$ cat config.mk
export PLATFORM = sky130hd
export DESIGN_NAME = wb_arb2
export DESIGN_NICKNAME = d
export VERILOG_FILES = /design/src/rtl/wb_arb_pkg.sv /design/src/rtl/wb_arb_tmo.sv /design/src/rtl/wb_arb2.sv
export SDC_FILE = /design/constraint.sdc
export NUM_CORES = 1
export LEC_CHECK = 0
export BUFFER_PORTS_ARGS = -buffer_cell sky130_fd_sc_hd__buf_2
export CORE_MARGIN = 2
export CORE_UTILIZATION = 33
export DETAILED_ROUTE_END_ITERATION = 12
export PLACE_DENSITY_LB_ADDON = 0.12
export SLEW_MARGIN = 0
export SYNTH_ARGS = -nofsm -noshare
export SYNTH_HDL_FRONTEND = slang
export SYNTH_SLANG_ARGS = --single-unit
$ cat constraint.sdc
create_clock -name wb_clk_i -period 2.7 [get_ports wb_clk_i]
set_clock_uncertainty 0.1 [all_clocks]
set_input_delay 0.81 -clock wb_clk_i [delete_from_list [all_inputs] [get_ports wb_clk_i]]
set_output_delay 0.81 -clock wb_clk_i [all_outputs]
set_load 0.01 [all_outputs]
$ cat src/rtl/wb_arb_pkg.sv
// Shared types and constants for the two-master Wishbone arbiter.
// Holds the arbiter state encoding, master identifiers and the default bus timeout.
package wb_arb_pkg;

  localparam int unsigned TMO_CYC_DEFAULT = 64;
  localparam int unsigned TMO_CNT_W       = 8;

  typedef enum logic [1:0] {
    ST_IDLE = 2'd0,
    ST_GNT0 = 2'd1,
    ST_GNT1 = 2'd2,
    ST_TMO  = 2'd3
  } arb_state_e;

  typedef enum logic {
    MST_0 = 1'b0,
    MST_1 = 1'b1
  } mst_e;

  // One master's request bundle, muxed as a whole onto the shared bus.
  typedef struct packed {
    logic        cyc;
    logic        stb;
    logic        we;
    logic [15:0] adr;
    logic [15:0] dat;
    logic [1:0]  sel;
  } wb_req_t;

endpackage

$ cat src/rtl/wb_arb_tmo.sv
// Bus timeout counter: counts cycles of an unacknowledged strobe and flags
// the terminal count TMO_CYC-1; synchronous active-high reset.
module wb_arb_tmo
  import wb_arb_pkg::*;
#(
  parameter int unsigned TMO_CYC = TMO_CYC_DEFAULT
) (
  input  logic clk,
  input  logic rst,
  input  logic clr_i,
  input  logic en_i,
  output logic tc_o
);

  localparam logic [TMO_CNT_W-1:0] TC_VAL = TMO_CNT_W'(TMO_CYC - 1);

  logic [TMO_CNT_W-1:0] cnt_q;
  logic [TMO_CNT_W-1:0] cnt_d;

  // NOTE: every always_comb output gets a default first so no path leaves it unassigned (no latch).
  always_comb begin
    cnt_d = cnt_q;
    if (clr_i) begin
      cnt_d = '0;
    end else if (en_i) begin
      cnt_d = cnt_q + TMO_CNT_W'(1);
    end
  end

  // NOTE: state flops use non-blocking assignments so all registers update together at the edge.
  always_ff @(posedge clk) begin
    if (rst) begin
      cnt_q <= '0;
    end else begin
      cnt_q <= cnt_d;
    end
  end

  assign tc_o = (cnt_q == TC_VAL);

endmodule

$ cat src/rtl/wb_arb2.sv
// Two-master round-robin Wishbone arbiter with per-tenure bus timeout.
// Master 0 (CPU) and master 1 (DMA) share one slave bus; grants are registered.
module wb_arb2
  import wb_arb_pkg::*;
#(
  parameter int unsigned TMO_CYC = TMO_CYC_DEFAULT
) (
  input  logic        wb_clk_i,
  input  logic        wb_rst_i,

  input  logic        m0_cyc_i,
  input  logic        m0_stb_i,
  input  logic        m0_we_i,
  input  logic [15:0] m0_adr_i,
  input  logic [15:0] m0_dat_i,
  input  logic [1:0]  m0_sel_i,
  output logic        m0_gnt_o,
  output logic        m0_ack_o,
  output logic        m0_err_o,

  input  logic        m1_cyc_i,
  input  logic        m1_stb_i,
  input  logic        m1_we_i,
  input  logic [15:0] m1_adr_i,
  input  logic [15:0] m1_dat_i,
  input  logic [1:0]  m1_sel_i,
  output logic        m1_gnt_o,
  output logic        m1_ack_o,
  output logic        m1_err_o,

  output logic        wb_cyc_o,
  output logic        wb_stb_o,
  output logic        wb_we_o,
  output logic [15:0] wb_adr_o,
  output logic [15:0] wb_dat_o,
  output logic [1:0]  wb_sel_o,
  input  logic        wb_ack_i,
  input  logic [15:0] wb_dat_i,

  output logic [15:0] m_dat_o,
  output logic        tmo_o,
  output logic        tmo_mst_o
);

  arb_state_e state_q, state_d;
  mst_e       ptr_q, ptr_d;
  mst_e       tmo_mst_q, tmo_mst_d;

  wb_req_t m0_req, m1_req, own_req;

  logic tmo_clr, tmo_en, tmo_tc, tmo_fire;

  assign m0_req = '{cyc: m0_cyc_i, stb: m0_stb_i, we: m0_we_i,
                    adr: m0_adr_i, dat: m0_dat_i, sel: m0_sel_i};
  assign m1_req = '{cyc: m1_cyc_i, stb: m1_stb_i, we: m1_we_i,
                    adr: m1_adr_i, dat: m1_dat_i, sel: m1_sel_i};

  // Only the owner's request reaches the slave; IDLE and TMO drive an all-zero bus.
  always_comb begin
    own_req = '0;
    if (state_q == ST_GNT0) begin
      own_req = m0_req;
    end else if (state_q == ST_GNT1) begin
      own_req = m1_req;
    end
  end

  // A pending strobe ages only while unacknowledged; an ack in the terminal cycle still wins.
  assign tmo_clr  = ~own_req.cyc | ~own_req.stb | wb_ack_i;
  assign tmo_en   = own_req.stb & ~wb_ack_i;
  assign tmo_fire = tmo_tc & own_req.cyc & own_req.stb & ~wb_ack_i;

  wb_arb_tmo #(
    .TMO_CYC (TMO_CYC)
  ) u_tmo (
    .clk   (wb_clk_i),
    .rst   (wb_rst_i),
    .clr_i (tmo_clr),
    .en_i  (tmo_en),
    .tc_o  (tmo_tc)
  );

  always_comb begin
    state_d   = state_q;
    ptr_d     = ptr_q;
    tmo_mst_d = tmo_mst_q;
    case (state_q)
      ST_IDLE: begin
        if (m0_cyc_i && m1_cyc_i) begin
          state_d = (ptr_q == MST_1) ? ST_GNT0 : ST_GNT1;
        end else if (m0_cyc_i) begin
          state_d = ST_GNT0;
        end else if (m1_cyc_i) begin
          state_d = ST_GNT1;
        end
      end
      ST_GNT0: begin
        if (!m0_cyc_i) begin
          state_d = ST_IDLE;
          ptr_d   = MST_0;
        end else if (tmo_fire) begin
          state_d   = ST_TMO;
          ptr_d     = MST_0;
          tmo_mst_d = MST_0;
        end
      end
      ST_GNT1: begin
        if (!m1_cyc_i) begin
          state_d = ST_IDLE;
          ptr_d   = MST_1;
        end else if (tmo_fire) begin
          state_d   = ST_TMO;
          ptr_d     = MST_1;
          tmo_mst_d = MST_1;
        end
      end
      ST_TMO: begin
        state_d = ST_IDLE;
      end
    endcase
  end

  // Pointer resets to master 1 so master 0 wins the first contended arbitration.
  always_ff @(posedge wb_clk_i) begin
    if (wb_rst_i) begin
      state_q   <= ST_IDLE;
      ptr_q     <= MST_1;
      tmo_mst_q <= MST_0;
    end else begin
      state_q   <= state_d;
      ptr_q     <= ptr_d;
      tmo_mst_q <= tmo_mst_d;
    end
  end

  assign m0_gnt_o = (state_q == ST_GNT0);
  assign m1_gnt_o = (state_q == ST_GNT1);
  assign m0_ack_o = wb_ack_i & m0_gnt_o;
  assign m1_ack_o = wb_ack_i & m1_gnt_o;

  assign tmo_o     = (state_q == ST_TMO);
  assign tmo_mst_o = tmo_o & (tmo_mst_q == MST_1);
  assign m0_err_o  = tmo_o & (tmo_mst_q == MST_0);
  assign m1_err_o  = tmo_o & (tmo_mst_q == MST_1);

  assign wb_cyc_o = own_req.cyc;
  assign wb_stb_o = own_req.stb;
  assign wb_we_o  = own_req.we;
  assign wb_adr_o = own_req.adr;
  assign wb_dat_o = own_req.dat;
  assign wb_sel_o = own_req.sel;
  assign m_dat_o  = wb_dat_i;

endmodule
==> results_dict.tcl, run 1 <==
set metrics [dict create \
    drive_above_1_share 0.553 \
    crit_path_end_kind "output port" \
    fin_tns_setup_ns 0 \
    synth_top_cells_by_count "36 x a22o_1, 18 x buf_4, 12 x dfxtp_1, 12 x nor2_1" \
    synth_top_area_share 0.243 \
    place.gp.congestion 0.728 \
    critical-path-top-delay-family "buffers and inverters" \
    syn-instance-count 150 \
    ir_worst_vdd_mv 0.358 \
    drtPass1Iterations 4 \
    multi_input_area_um2 861 \
    cp_slowest_stage_delay_ns 0.41 \
    start_util 0.349 \
    num_vias 1504 \
    wl_per_cell_um 14.7 \
    worst_slew_pin_slew_ns 0.392 \
    seq_area_frac_synth 0.185 \
    hold_path.class "flop to flop" \
    dpl.hpwl_um 3530 \
    cts_tree "done" \
    ys_seq_elements 12 \
    drc 0 \
    path_max_fanout 36 \
    antenna_found_initial 0 \
    io_pins 154 \
    fin_crit_sh 0.951 \
    synth_area_um2 1300 \
    syn_nets 249 \
    grt.total_usage 0.180 \
    clk_path_buf_depth 2 \
    placementRows 22 \
    clkLatencyLatePin_ns 0.24 \
    routed_wl_um 4420 \
    drt_iter0_drc 23 \
    cp.arrival_ns 1.66 \
    reg2reg_depth 7 \
    antenna_cells 0 \
    fp.dieW_um 66.7 \
    ys_top_cells_by_area "a22o_1 24%, dfxtp_1 19%, buf_4 10%" \
    fin_crit_ns 2.57 \
    yosys.cell_count.top_type "a22o_1" \
    path_class "flop to output port" \
    clk_pin_slew_ns 0.05 \
    critPathBufInv 4 \
    grt_max_degree 39 \
    yosys_warnings 0 \
    die_area_um2 4450 \
    start_kind "flop" \
    cp_slowest_cell "dfxtp_1" \
    synth-edff-count 0 \
    grt_overflow 0 \
    synthFlopType "dfxtp_1" \
    utilization 0.507 \
    cts_resized 0 \
    antenna_left 0 \
    postCtsHoldBufs 0 \
    p_per_area_nw_per_um2 435 \
    relSlewSlack 0.736 \
    grt_pass1_wl_um 6290 \
    p_leak_nw 0.998 \
    hold_viol 0 \
    outcome "finished clean" \
    ys_types 43 \
    core_um2 3720 \
    cts_buffers 3 \
    hold-path-cell-count 1 \
    crit_chain "inv_1 -> ha_1 -> inv_2 -> nor2_2 -> buf_12 -> a22o_1 -> buf_2" \
    drt-vias-per-instance 5.00 \
    crit_cells 7 \
    yosys.area.top_type "a22o_1" \
    rsz0062_at_grt "false" \
    syn_avg_cell_area_um2 8.64 \
    h-tree-depth 1 \
    setup_viol 0 \
    fillCellCount 382 \
    final_nets 354 \
    cts_root_buffer "clkbuf_8" \
    regArea_um2 240 \
    port_buffers 121 \
    grt_pass1_vias 1326 \
    cap_violations 0 \
    cts_sinks 12 \
    slew_viol_final 0 \
    die_h_um 66.7 \
    fmax_ghz 0.390 \
    async_flop_share 0 \
    area_growth_pct 45.4 \
    cts_setup_buffers 0 \
    crit_required_ns 1.79 \
]
## layout by cell type, fill, tap and decap left out, drive strengths merged, types with 3 or more instances in the layout
cell type    n
dfxtp       12
ha           6
nor2        13
nand3b       4
a22o        37
buf        126
clkbuf       3
nand3        3
nand2        4
xnor2        5
inv          7
and2         3
## cells by family after synthesis
logic type / count (synthesis) / synth area share
compound gates: 57 / 0.393
simple gates: 35 / 0.165
buf+inv: 33 / 0.151
flops: 12 / 0.185
xor+xnor: 6 / 0.0405
fa+ha+maj: 6 / 0.0579
mux: 1 / 0.00772
## stage by stage
stage	area [um^2]	setup slack (ns)	hold slack [ns]	total power, mW	cells
6_report	1880	0.133	0.358	0.820	301
5_1_grt	1880	0.000706	0.388	0.878	301
4_1_cts	1880	0.120	0.366	0.835	301
3_5_place_dp	1840	0.351	0.355	0.666	298
3_3_place_gp	1840	0.372	0.346	0.669	298
2_1_floorplan	1300	0.186	0.330	0.495	150
## sequential cells by signal, indices dropped and copies added (netlist names)
name and cells:
u_tmo.cnt_q 8, tmo_mst_q 1, state_q 2, ptr_q 1
## where the power goes
part           leakage [nW]  internal (mW)  switching, mW
Sequential           0.0972          0.187        0.00967
Combinational         0.880          0.226          0.238
Clock                0.0216         0.0980         0.0610
Total                 0.998          0.511          0.309
## worst reg2reg max path, delay by kind of cell (launching register included)
family	cells	cell delay, ns
xor+xnor	1	0.16
compound gates	1	0.46
buf+inv	2	0.47
simple gates	2	0.32
flops	1	0.35
fa+ha+maj	1	0.21
## per-layer routing
metal,part of all wire,up-vias,GRT usage,wire (um)
li1,-,760,-,-
met1,0.41,667,0.212,1830
met2,0.47,73,0.324,2090
met3,0.11,4,0.0642,491
met4,0.0018,0,0.0179,8
met5,0,-,0,0
## worst paths after layout
path,from,endpoint,slack (ns)
setup / recovery,state_q[0],wb_dat_o[5],0.13
hold / removal,u_tmo.cnt_q[0],u_tmo.cnt_q[0],0.36
setup reg to reg,state_q[1],u_tmo.cnt_q[7],0.52
hold reg to reg,u_tmo.cnt_q[0],u_tmo.cnt_q[0],0.36
## layout make-up
type,instances,share of cell area
Multi-Input combinational cell,105,0.457
Timing Repair Buffer,126,0.348
Sequential cell,12,0.127
Tap cell,48,0.0319
Clock buffer,3,0.0219
Inverter,7,0.0139
Power figures use the tool's default switching activity.
==> run 2, diff against run 1 <==
--- a/config.mk
+++ b/config.mk
@@ -7,7 +7,7 @@
 export LEC_CHECK = 0
 export BUFFER_PORTS_ARGS = -buffer_cell sky130_fd_sc_hd__buf_2
 export CORE_MARGIN = 2
-export CORE_UTILIZATION = 33
+export CORE_UTILIZATION = 30
 export DETAILED_ROUTE_END_ITERATION = 12
 export PLACE_DENSITY_LB_ADDON = 0.12
 export SLEW_MARGIN = 0
==> constraint.sdc (replaced) <==
create_clock -name wb_clk_i -period 2.2 [get_ports wb_clk_i]
set_clock_uncertainty 0.1 [all_clocks]
set_input_delay 0.66 -clock wb_clk_i [delete_from_list [all_inputs] [get_ports wb_clk_i]]
set_output_delay 0.66 -clock wb_clk_i [all_outputs]
set_load 0.01 [all_outputs]
==> run 2 against run 1 <==
The flow now finishes with violations (setup timing). Critical path depth decreased by 1. Core utilization rose by 2.8 points. Flip-flop and latch count is the same. Register-to-register slack worse by 0.38 ns. Final area grew 16%. First-iteration DRC count up 17%. Worst hold slack improved by 0.0049 ns. Setup slack worse by 0.20 ns. Combinational power grew 60%. Cell count grew 5.6%. Via count grew 9.8%. Non-clock buffer count is 14 higher. Largest power group unchanged.
==> results_dict.tcl, run 2 (synthesis gave the netlist of run 1 again) <==
set metrics [dict create \
    reg2reg_depth 8 \
    hold_viol 0 \
    path_max_fanout 17 \
    antenna_found_initial 0 \
    h-tree-depth 1 \
    fin_crit_sh 1.03 \
    placementRows 23 \
    num_vias 1651 \
    ir_worst_vdd_mv 0.287 \
    cap_violations 0 \
    outcome "complete, but fails checks" \
    drt_iter0_drc 27 \
    postCtsHoldBufs 0 \
    core_um2 4090 \
    wl_per_cell_um 16.6 \
    final_nets 368 \
    violations "setup timing" \
    fmax_ghz 0.441 \
    power_mw 1.22 \
    area_growth_pct 68.6 \
    regMostFlops "u_tmo.cnt_q" \
    cts_root_buffer "clkbuf_8" \
    crit_path_end_kind "output port" \
    fillCellCount 398 \
    regArea_um2 245 \
    reg_top3 "u_tmo.cnt_q: 8 flops, state_q: 2 flops" \
    setup_ws_ns -0.0688 \
    layout_commonest_cell "buf_2" \
    p_per_area_nw_per_um2 559 \
    place.gp.congestion 0.856 \
    largest_reg_flops 8 \
    fin_crit_ns 2.27 \
    drt-vias-per-instance 5.19 \
    grt.total_usage 0.195 \
    path_class "flop to output port" \
    drtPass1Iterations 4 \
    relSlewSlack 0.716 \
    cts_sinks 12 \
    die_h_um 69.7 \
    port_buffers 121 \
    antenna_cells 0 \
    fp.dieW_um 69.7 \
    slew_viol_final 0 \
    multi_input_area_um2 891 \
    dpl.hpwl_um 3810 \
    cp.arrival_ns 1.51 \
    cts_tree "done" \
    hold-path-cell-count 1 \
    hold_path.class "flop to flop" \
    grt_pass1_wl_um 7750 \
    die_area_um2 4860 \
    fin_cells 318 \
    place_inst 301 \
    start_util 0.317 \
    antenna_left 0 \
    cts_buffers 3 \
    layout_common_cells "120 x buf_2, 36 x a22o_1, 12 x nor2_1" \
    clkLatencyLatePin_ns 0.24 \
    grt_overflow 0 \
    drive_above_1_share 0.601 \
    crit_required_ns 1.44 \
    setup_viol 37 \
    drc 0 \
    clk_path_buf_depth 2 \
    routed_wl_um 5290 \
    io_pins 154 \
    p_leak_nw 1.12 \
    rsz0062_at_grt "true" \
    grt_pass1_vias 1545 \
    start_kind "flop" \
    grt_max_degree 30 \
    clk_pin_slew_ns 0.05 \
    worst_slew_pin_slew_ns 0.415 \
]
[run 2: cell types whose count changed in the layout (fill, tap and decap cells not counted), sizes merged]
cell / previous run / this run
buf: 126 / 138
clkbuf: 3 / 6
[run 2: repair_timing]
action / CTS / global route
endpoints found under the setup margin: 38 / 38
setup buffers: 8 / 0
cloned: 2 / 3
pin swaps: 3 / 4
resized for setup: 12 / 4
[run 2: final timing paths]
kind                                     start              to  slack [ns]
worst min-delay path            u_tmo.cnt_q[0]  u_tmo.cnt_q[0]        0.36
worst max-delay path                state_q[0]     wb_dat_o[4]       -0.07
worst max register to register      state_q[0]       tmo_mst_q        0.14
worst min register to register  u_tmo.cnt_q[0]  u_tmo.cnt_q[0]        0.36
[run 2: metrics by stage]
step	hold slack, ns	setup slack, ns	setup TNS [ns]	instance area, um^2	util
after floorplan	0.330	0.0352	0	1320	-
after global placement	0.350	0.0936	0	1890	0.462
after detailed placement	0.359	0.0884	0	1890	0.462
after CTS	0.372	-0.0660	-1.97	2110	0.515
after global routing	0.417	-0.105	-3.04	2190	0.535
final	0.363	-0.0688	-1.46	2190	0.535
[run 2: critical path, cell delays in order, from the launching register on]
cell     delay (ns)
dfxtp_2        0.33
buf_6          0.12
ha_4           0.16
buf_6          0.14
buf_12         0.15
a22o_1         0.24
buf_6          0.12
[run 2: area by class of cell]
type | instances | area share
Timing Repair Buffer | 140 | 0.413
Multi-Input combinational cell | 105 | 0.408
Sequential cell | 12 | 0.112
Tap cell | 50 | 0.0286
Clock buffer | 4 | 0.0252
Inverter | 7 | 0.0132
[run 2: power by group]
| part | leakage (nW) | switching (mW) | total (mW) | internal [mW] |
|---|---|---|---|---|
| logic | 0.994 | 0.344 | 0.745 | 0.401 |
| clock network | 0.0288 | 0.0788 | 0.237 | 0.158 |
| registers | 0.0982 | 0.0106 | 0.241 | 0.230 |
| total | 1.12 | 0.434 | 1.22 | 0.789 |
[run 2: layer usage]
metal / global-route usage / vias to the layer above / routed length [um]
li1: - / 795 / -
met2: 0.318 / 94 / 2430
met5: 0 / - / 0
met4: 0.0620 / 0 / 77
met3: 0.0494 / 9 / 442
met1: 0.250 / 753 / 2340
==> run 3, diff against run 2 <==
--- a/config.mk
+++ b/config.mk
@@ -5,9 +5,11 @@
 export SDC_FILE = /design/constraint.sdc
 export NUM_CORES = 1
 export LEC_CHECK = 0
+export ABC_AREA = 1
 export BUFFER_PORTS_ARGS = -buffer_cell sky130_fd_sc_hd__buf_2
 export CORE_MARGIN = 2
-export CORE_UTILIZATION = 30
+export CORE_UTILIZATION = 29
+export CTS_BUF_LIST = sky130_fd_sc_hd__clkbuf_8 sky130_fd_sc_hd__clkbuf_16
 export DETAILED_ROUTE_END_ITERATION = 12
 export PLACE_DENSITY_LB_ADDON = 0.12
 export SLEW_MARGIN = 0
==> run 3 against run 2 <==
The run still ends with setup timing left. Cell count grew 6.0%. Combinational power down 24%. Setup slack got worse by 0.021 ns. Via count is 7.0% lower. Global-route usage decreased by 3.7 points. Core utilization shrank 1.9 points. Critical path type unchanged.
==> results_dict.tcl, run 3 <==
set metrics [dict create \
    outcome "complete, but fails checks" \
    violations "setup timing" \
    setup_ws_ns -0.0894 \
    antenna_cells 0 \
    fin_crit_sh 1.04 \
    grt_max_degree 25 \
    crit_required_ns 1.44 \
    pre_cts_ws_ns -0.153 \
    path_max_fanout 6 \
    port_buffers 121 \
    die_h_um 68.5 \
    cts_sinks 12 \
    cp_slowest_cell "dfxtp_4" \
    drtPass1Iterations 4 \
    crit_path_end_kind "output port" \
    clkLatencyLatePin_ns 0.24 \
    fin_crit_ns 2.29 \
    syn_avg_cell_area_um2 7.10 \
    start_kind "flop" \
    drt_iter0_drc 48 \
    postCtsHoldBufs 0 \
    cpMostUsedCell "inv_4" \
    synth-edff-count 0 \
    synth_area_um2 1210 \
    fillCellCount 401 \
    die_area_um2 4700 \
    cts_root_buffer "clkbuf_8" \
    cts_buffers 3 \
    p_per_area_nw_per_um2 506 \
    path_class "flop to output port" \
    critical-path-top-delay-family "buffers and inverters" \
    drt-vias-per-instance 4.55 \
    h-tree-depth 1 \
    yosys.cell_count.top_type "a22o_1" \
    fp.dieW_um 68.5 \
    drive_above_1_share 0.551 \
    slew_viol_final 0 \
    synth_top_area_share 0.254 \
    ys_top_cells_by_area "a22o_1 25%, dfxtp_1 20%, buf_4 11%" \
    grt_overflow 0 \
    layout_common_cells "119 x buf_2, 35 x a22o_1, 21 x nand2_1" \
    drc 0 \
    grt.total_usage 0.158 \
    yosys_warnings 0 \
    area_growth_pct 71.0 \
    dpl.hpwl_um 3340 \
    cp_slowest_stage_delay_ns 0.38 \
    power_mw 1.04 \
    fin_tns_setup_ns -1.99 \
    ys_types 23 \
    core_um2 4000 \
    synthFlopType "dfxtp_1" \
    antenna_left 0 \
    routed_wl_um 4390 \
    p_leak_nw 1.21 \
    relSlewSlack 0.787 \
    seq_area_frac_synth 0.199 \
    antenna_found_initial 0 \
    cap_violations 0 \
    async_flop_share 0 \
    worst_slew_pin_slew_ns 0.316 \
    syn_nets 269 \
    regMostFlops "u_tmo.cnt_q" \
    utilization 0.516 \
    rsz0062_at_grt "true" \
    reg_top3 "u_tmo.cnt_q: 8 flops, state_q: 2 flops" \
    ys_seq_elements 12 \
    hold_viol 0 \
    crit_chain "inv_4 -> ha_4 -> inv_4 -> nor2_4 -> buf_12 -> clkbuf_16 -> a22o_1 -> buf_2" \
    cp.arrival_ns 1.53 \
    num_vias 1535 \
    layout_commonest_cell "buf_2" \
    clk_path_buf_depth 2 \
    stdcell_area_um2 2060 \
    grt_pass1_vias 1295 \
    placed_cell_area_um2 1790 \
    placementRows 23 \
    critPathBufInv 5 \
    clk_pin_slew_ns 0.06 \
    final_nets 387 \
    fmax_ghz 0.437 \
    syn-instance-count 170 \
    hold_path.class "flop to flop" \
    start_util 0.302 \
    largest_reg_flops 8 \
    place.gp.congestion 0.737 \
    setup_viol 35 \
    yosys.area.top_type "a22o_1" \
    wl_per_cell_um 13.0 \
    grt_pass1_wl_um 5690 \
    ir_worst_vdd_mv 0.197 \
    cts_tree "done" \
    io_pins 154 \
    synth_top_cells_by_count "35 x a22o_1, 23 x nand2_1, 21 x inv_1" \
]
-- run 3: cell types whose count changed in the layout (fill, tap and decap cells not counted), moves of 3 or more --
| cell | before | now |
|---|---|---|
| nand3_1 | 3 | 9 |
| nor2_1 | 12 | 19 |
| inv_1 | 4 | 18 |
| nand2_2 | 0 | 5 |
| nand2_1 | 4 | 21 |
| nand3b_1 | 3 | 0 |
-- run 3: cell type report --
type / count / area, um^2 / share of cell area
inverter: 23 / 91.3 / 0.0442
multi-input combinational: 111 / 757 / 0.367
clock buffer: 4 / 55.1 / 0.0267
timing repair buffer: 137 / 851 / 0.412
tap: 50 / 62.6 / 0.0303
sequential: 12 / 248 / 0.120
-- run 3: routing by layer --
metal  vias up  track usage  share of wire  routed length, um
met5         -            0              0                  0
met4         0       0.0575         0.0087                 38
met3         4       0.0357          0.093                408
met2        82        0.251           0.51               2260
met1       655        0.207           0.38               1690
li1        794            -              -                  -
-- run 3: timing repair --
| action | in CTS | in global routing |
|---|---|---|
| cloned | 1 | 3 |
| setup endpoints to repair | 38 | 38 |
| resized for setup | 7 | 17 |
| pin swaps | 1 | 2 |
| buffers inserted | 2 | 6 |
-- run 3: report_power, final --
| group | internal, mW | total (mW) | leakage, nW | switching (mW) |
|---|---|---|---|---|
| Combinational | 0.302 | 0.564 | 1.08 | 0.262 |
| Clock | 0.158 | 0.244 | 0.0288 | 0.0857 |
| Sequential | 0.227 | 0.237 | 0.0986 | 0.0102 |
-- run 3: per-stage QoR --
step / hold slack [ns] / std cells
final: 0.347 / 337
after global routing: 0.369 / 337
after CTS: 0.352 / 332
after detailed placement: 0.338 / 325
after global placement: 0.329 / 325
after floorplan: 0.313 / 170
-- run 3: cell families (layout without fill, tap and decap cells) --
| logic type | count (synthesis) | after routing | synth area share |
|---|---|---|---|
| AOI/OAI and AO/OA | 40 | 40 | 0.277 |
| adders and majority gates | 6 | 6 | 0.0622 |
| and+or+nand+nor | 60 | 60 | 0.223 |
| xor gates and xnor gates | 5 | 5 | 0.0363 |
| buffers and inverters | 47 | 164 | 0.203 |
| DFF | 12 | 12 | 0.199 |
-- run 3: worst paths after layout --
| kind | cells after the start | startpoint | slack (ns) | end |
|---|---|---|---|---|
| min reg2reg | 1 | u_tmo.cnt_q[0] | 0.35 | u_tmo.cnt_q[0] |
| max | 8 | state_q[0] | -0.09 | wb_adr_o[14] |
| max reg2reg | 12 | state_q[1] | 0.46 | ptr_q |
| min | 1 | u_tmo.cnt_q[0] | 0.35 | u_tmo.cnt_q[0] |
